[src/rtl/mtra_pkg.sv]
`default_nettype none
// ============================================================================
// Module : mtra_pkg
// Brief  : Shared types and constants for the repeated-addition multiplier
//          controller.
// Rev    : 1.0  initial release
// ============================================================================
package mtra_pkg;

   // Default operand / data bus width; matches the datapath registers.
   localparam int MTRA_DATA_W = 16;

   // Controller sequencing states.
   typedef enum logic [2:0] {
      ST_IDLE   = 3'd0,
      ST_LOAD_A = 3'd1,
      ST_LOAD_B = 3'd2,
      ST_ADD    = 3'd3,
      ST_DONE   = 3'd4
   } state_e;

endpackage : mtra_pkg
`default_nettype wire

[src/rtl/mtra_controller.sv]
`default_nettype none
// ============================================================================
// Module : mtra_controller
// Brief  : Sequencer for the repeated-addition multiplier datapath. Accepts an
//          operand pair, loads A (clearing P), loads B, then steps
//          add/decrement until the datapath counter reaches zero or the
//          iteration limit is hit. Reports count and timeout error.
// Rev    : 1.0  initial release
// ============================================================================
module mtra_controller
   import mtra_pkg::*;
#(
   parameter int DATA_W   = MTRA_DATA_W,
   parameter int MAX_ITER = 65535
) (
   input  logic              clk,
   input  logic              rst_n,
   // request channel
   input  logic              req_valid,
   output logic              req_ready,
   input  logic [DATA_W-1:0] a_in,
   input  logic [DATA_W-1:0] b_in,
   // response channel
   output logic              resp_valid,
   input  logic              resp_ready,
   output logic              resp_err,
   output logic [DATA_W-1:0] iter_count,
   output logic              busy,
   // datapath interface
   output logic [DATA_W-1:0] data_out,
   output logic              ld_a,
   output logic              ld_b,
   output logic              ld_p,
   output logic              clr_p,
   output logic              dec_b,
   input  logic              eqz
);

   // Iteration limit expressed at counter width (MAX_ITER fits by contract).
   localparam logic [DATA_W-1:0] ITER_LIMIT = MAX_ITER[DATA_W-1:0];

   state_e            state_q;
   logic [DATA_W-1:0] b_q;
   logic [DATA_W-1:0] iter_count_q;
   logic [DATA_W-1:0] data_out_q;
   logic              ld_a_q;
   logic              clr_p_q;
   logic              ld_b_q;
   logic              resp_err_q;

   logic              at_limit_d;
   logic              add_step_d;

   // The add/decrement strobe must react to eqz in the same cycle, otherwise
   // the datapath would overshoot by one step; it is therefore decoded from
   // the registered state and registered counter plus the live eqz flag.
   always_comb begin
      at_limit_d = (iter_count_q == ITER_LIMIT);
      add_step_d = (state_q == ST_ADD) && !eqz && !at_limit_d;
   end

   // Sequencer: state, operand capture, load strobes, bus value, counter, error.
   // A is written straight into the bus register at the handshake, so only B
   // needs a separate holding register until LOAD_B.
   always_ff @(posedge clk or negedge rst_n) begin
      if (!rst_n) begin
         state_q      <= ST_IDLE;
         b_q          <= '0;
         iter_count_q <= '0;
         data_out_q   <= '0;
         ld_a_q       <= 1'b0;
         clr_p_q      <= 1'b0;
         ld_b_q       <= 1'b0;
         resp_err_q   <= 1'b0;
      end else begin
         // load strobes are single-cycle pulses by default
         ld_a_q  <= 1'b0;
         clr_p_q <= 1'b0;
         ld_b_q  <= 1'b0;
         case (state_q)
            ST_IDLE: begin
               if (req_valid) begin
                  b_q          <= b_in;
                  iter_count_q <= '0;
                  data_out_q   <= a_in;
                  ld_a_q       <= 1'b1;
                  clr_p_q      <= 1'b1;
                  state_q      <= ST_LOAD_A;
               end
            end
            ST_LOAD_A: begin
               data_out_q <= b_q;
               ld_b_q     <= 1'b1;
               state_q    <= ST_LOAD_B;
            end
            ST_LOAD_B: begin
               state_q <= ST_ADD;
            end
            ST_ADD: begin
               // counter reaching zero wins over the iteration limit
               if (eqz) begin
                  resp_err_q <= 1'b0;
                  state_q    <= ST_DONE;
               end else if (at_limit_d) begin
                  resp_err_q <= 1'b1;
                  state_q    <= ST_DONE;
               end else begin
                  iter_count_q <= iter_count_q + 1'b1;
               end
            end
            ST_DONE: begin
               if (resp_ready) begin
                  state_q <= ST_IDLE;
               end
            end
            default: begin
               state_q <= ST_IDLE;
            end
         endcase
      end
   end

   assign req_ready  = (state_q == ST_IDLE);
   assign busy       = (state_q != ST_IDLE);
   assign resp_valid = (state_q == ST_DONE);
   assign resp_err   = resp_err_q;
   assign iter_count = iter_count_q;
   assign data_out   = data_out_q;
   assign ld_a       = ld_a_q;
   assign clr_p      = clr_p_q;
   assign ld_b       = ld_b_q;
   assign ld_p       = add_step_d;
   assign dec_b      = add_step_d;

endmodule : mtra_controller
`default_nettype wire

[config.mk]
export PLATFORM = sky130hd
export DESIGN_NAME = mtra_controller
export DESIGN_NICKNAME = d
export VERILOG_FILES = /design/src/rtl/mtra_pkg.sv /design/src/rtl/mtra_controller.sv
export SDC_FILE = /design/constraint.sdc
export NUM_CORES = 1
export LEC_CHECK = 0
export CAP_MARGIN = 20
export CELL_PAD_IN_SITES_DETAIL_PLACEMENT = 0
export CELL_PAD_IN_SITES_GLOBAL_PLACEMENT = 1
export CORE_MARGIN = 8
export CORE_UTILIZATION = 30
export CTS_CLUSTER_DIAMETER = 80
export DETAILED_ROUTE_END_ITERATION = 12
export GPL_TIMING_DRIVEN = 0
export PLACE_DENSITY = 0.86
export SETUP_SLACK_MARGIN = 0.05
export SLEW_MARGIN = 25
export SYNTH_ARGS = -nofsm -noshare
export SYNTH_HDL_FRONTEND = slang
export SYNTH_SLANG_ARGS = --single-unit
[constraint.sdc]
create_clock -name clk -period 1.8 [get_ports clk]
set_clock_uncertainty 0.05 [all_clocks]
set_input_delay 0.36 -clock clk [delete_from_list [all_inputs] [get_ports clk]]
set_output_delay 0.36 -clock clk [all_outputs]
set_load 0.02 [all_outputs]
==> Implementation_results.wiki <==
{| class="wikitable"
! Metric !! Value
|-
| Run status || finished, violations left
|-
| Failing checks || setup timing
|-
| Total global-route track usage || 0.131
|-
| Ys flop type || dfrtp_1
|-
| Maximum buffer depth of the clock tree || 2
|-
| Sequential element share of the synthesized area || 0.562
|-
| Number of enable flip-flop cells after synthesis || 0
|-
| Leading cell types in the layout, fill and taps excluded || 94 x nand2_1, 52 x clkdlybuf4s50_1, 46 x dfrtp_1, 39 x buf_4
|-
| Yosys synthesis warning count || 0
|-
| Leading cell types by total area after synthesis || dfrtp_1 56%, nand2_1 15%, a22oi_1 5.0%
|-
| Top-Level Pins || a little under 80
|-
| Final Hold Viols || 0
|-
| Total number of H-tree levels || 2
|-
| Flops & latches, synth || 54
|-
| Area used by multi-input combinational logic || approximately 1100 um^2
|-
| Clock transition time at the flip-flop clock pins of the worst setup and hold paths || 100 ps
|-
| Largest delay contributor family on the critical path || simple AND/OR/NAND/NOR gates
|-
| Maximum number of pins on one net before global-route repair || 45
|-
| Number of buffers and inverters on the critical path || 3
|-
| Fin worst setup slack || -338 ps
|-
| Vias per std cell || 4.82
|-
| Comb power frac || 0.501
|-
| Sequential Area || between 1000 and 1500 um^2
|-
| Residual DRC count || 0
|-
| Number of cells on the worst reg-to-reg path || 7
|-
| Vias after detailed routing || ~2300
|-
| Largest area contributor in the synthesized netlist || dfrtp_1
|-
| Hold Crit Class || in2async
|-
| R2R Path End || iter_count[3]
|-
| Clock Latency Late Sink || between 300 and 400 ps
|-
| Relative area change from synthesis to final layout || 63.4%
|-
| Grt ovf || 0
|-
| Crit end category || output pin
|-
| Data arrival, critical path || around 1700 ps
|-
| Count of pins over their slew limit || 0
|-
| First drt pass iteration count || 4
|-
| R2R Setup Slk || 0 ps
|-
| P_leak || slightly below 2 nW
|-
| Data required time at the worst endpoint || about 1400 ps
|-
| Max FO, Critical Path || 5
|-
| Max-Cap Viols || 0
|-
| Final non-filler cell area || between 3000 and 4000 um^2
|-
| Die area || between 10000 and 15000 um^2
|-
| Placed Area || 3370 um^2
|-
| Crit share post-route || 1.19
|-
| Proportion of synthesized flip-flops having asynchronous set or reset || 1.00
|-
| Longest individual stage delay on the worst path || 420 ps
|-
| Hpwl dp || approximately 5200 um
|-
| Number of standard cells after synthesis || roughly 260
|-
| Cts bufs inserted || 5
|-
| Wire length of the first global-routing pass || roughly 12000 um
|-
| Area share of the leading cell type in the synthesized netlist || 0.562
|-
| ANT nets after route || 0
|-
| Reg-to-reg startpoint || iter_count[9]
|-
| Share of post-route cells with drive strength above 1 || 0.260
|-
| Max transition margin || 0.694
|-
| Number of global-route vias before repair || between 2000 and 2500
|-
| Clock share of power || 0.149
|-
| Core Footprint || about 7800 um^2
|-
| Sequential share of power || 0.350
|-
| Highest Clock Rate || approximately 470 MHz
|-
| Count of cell types in the netlist || 38
|-
| Clock Root Buffer || clkbuf_8
|-
| Quantity of I/O buffers inserted on ports || between 70 and 80
|-
| Number of setup violations in the final report || 2
|-
| Final TNS setup || -605 ps
|-
| Die height || about 110 um
|-
| Die width || 106 um
|-
| Clock sink count || 54
|-
| Slew at the pin closest to its max-slew limit || 457 ps
|-
| Cell Chain, Critical Path || nand4_1 > nor4_4 > or2_4 > inv_8 > buf_6 > buf_6
|-
| Critical-path cell with the highest stage delay || dfrtp_2
|-
| Final #Nets || between 400 and 500
|-
| Synth Area per Inst || a little over 9 um^2
|-
| Number of antenna violations at the first check in global routing || 0
|-
| Initial drt markers || 65
|-
| Power per cell area || 1370 nW/um^2
|-
| Most common cell after layout, fill and taps aside || nand2_1
|-
| Routability congestion estimate || 0.794
|-
| Critical setup path kind || reg2out
|-
| Cell Rows || 32
|-
| RSZ-0062 raised after global routing || true
|-
| Avg WL per Cell || 15.8 um
|-
| Wirelength, routed || 7690 um
|-
| Count of filler cells inserted in the layout || a little over 700
|-
| Switching power of the nets || approximately 2.1 mW
|-
| Final critical-path required period || 2140 ps
|-
| Ant diodes || 0
|-
| Startpoint type of the worst setup path || register
|-
| Post-Syn Nets || 300
|-
| Initial core utilization || 0.310
|-
| CTS tree || done
|-
| Internal power || about 3.3 mW
|-
| Power Total || around 5.4 mW
|-
| Library cell appearing most often on the critical path || buf_6
|-
| Cell area after technology mapping || roughly 2400 um^2
|-
| Net switching share of the total power || 0.385
|-
| Peak supply drop || 0.000478 V
|}
## metrics by stage
step                worst slack [ps]  instances  hold slack [ps]  utilization
floorplan                       54.4        262             14.4            -
global placement               -1580        441              409        0.431
detailed placement              -677        442              165        0.434
CTS                             -418        465              377        0.473
global route                    -399        486              410        0.506
finish                          -338        486              386        0.506
## power groups by stage
stage               Clock (mW)  Sequential, mW  Combinational (mW)
floorplan                    0            2.12                1.05
global placement             0            1.90                2.19
detailed placement           0            1.91                2.25
CTS                      0.826            1.88                2.51
global route             0.867            1.94                2.94
finish                   0.803            1.88                2.70
## cell type report
class / count / share of cell area
Buffer: 11 / 0.0220
Clock buffer: 5 / 0.0175
Clock inverter: 2 / 0.00986
Inverter: 6 / 0.00795
Multi-Input combinational cell: 189 / 0.286
Sequential cell: 54 / 0.346
Tap cell: 102 / 0.0325
Timing Repair Buffer: 117 / 0.278
## synthesized netlist by cell type (2+ instances only)
library cell	number
nand4_1	4
and2_1	2
inv_1	4
o21ai_0	16
nand2_1	96
a22oi_1	16
and3_1	2
or3_1	2
o31ai_1	7
nor4_1	2
dfrtp_1	54
nor2_1	10
nor3_1	2
buf_2	5
nand3_1	5
a21oi_1	7
o21ai_1	2
clkbuf_1	3
buf_4	4
## routing by layer
metal,share of wire,up-vias,GRT usage
li1,-,1134,-
met1,0.42,1131,0.157
met2,0.52,69,0.229
met3,0.041,10,0.0244
met4,0.019,0,0.0462
met5,0,-,0
## worst max-delay path by stage
stage / cells after the start / slack, ps / start / endpoint
final: 6 / -340 / iter_count[9] / ld_p
after floorplan: 5 / 50 / iter_count[5] / ld_p
after global placement: 1 / -1580 / rst_n / iter_count[9]
after detailed placement: 6 / -680 / eqz / ld_p
after global routing: 6 / -400 / iter_count[11] / ld_p
after CTS: 7 / -420 / iter_count[0] / ld_p
## registers in the layout, summed over array words and instances (netlist names)
register    cells
data_out       16
resp_err        1
clr_p           1
b_q            16
state_q         3
iter_count     16
ld_b            1
## timing repair
| item | CTS | global route |
|---|---|---|
| gates resized for setup | 76 | 35 |
| pin swaps | 12 | 11 |
| buffers inserted | 17 | 27 |
| endpoints found under the setup margin | 56 | 45 |
| cloned | 1 | 0 |
| hold endpoints to repair | 10 | 0 |
| hold buffers | 1 | 0 |
## cells by family after synthesis
kind of cell | count (synthesis) | share of synthesized area
buf+inv | 19 | 0.0416
mux | 1 | 0.00416
compound gates | 54 | 0.144
simple gates | 132 | 0.240
fa+ha+maj | 1 | 0.00520
xor+xnor | 1 | 0.00364
flops | 54 | 0.562
Note: power is estimated with default switching activity, not from simulation.
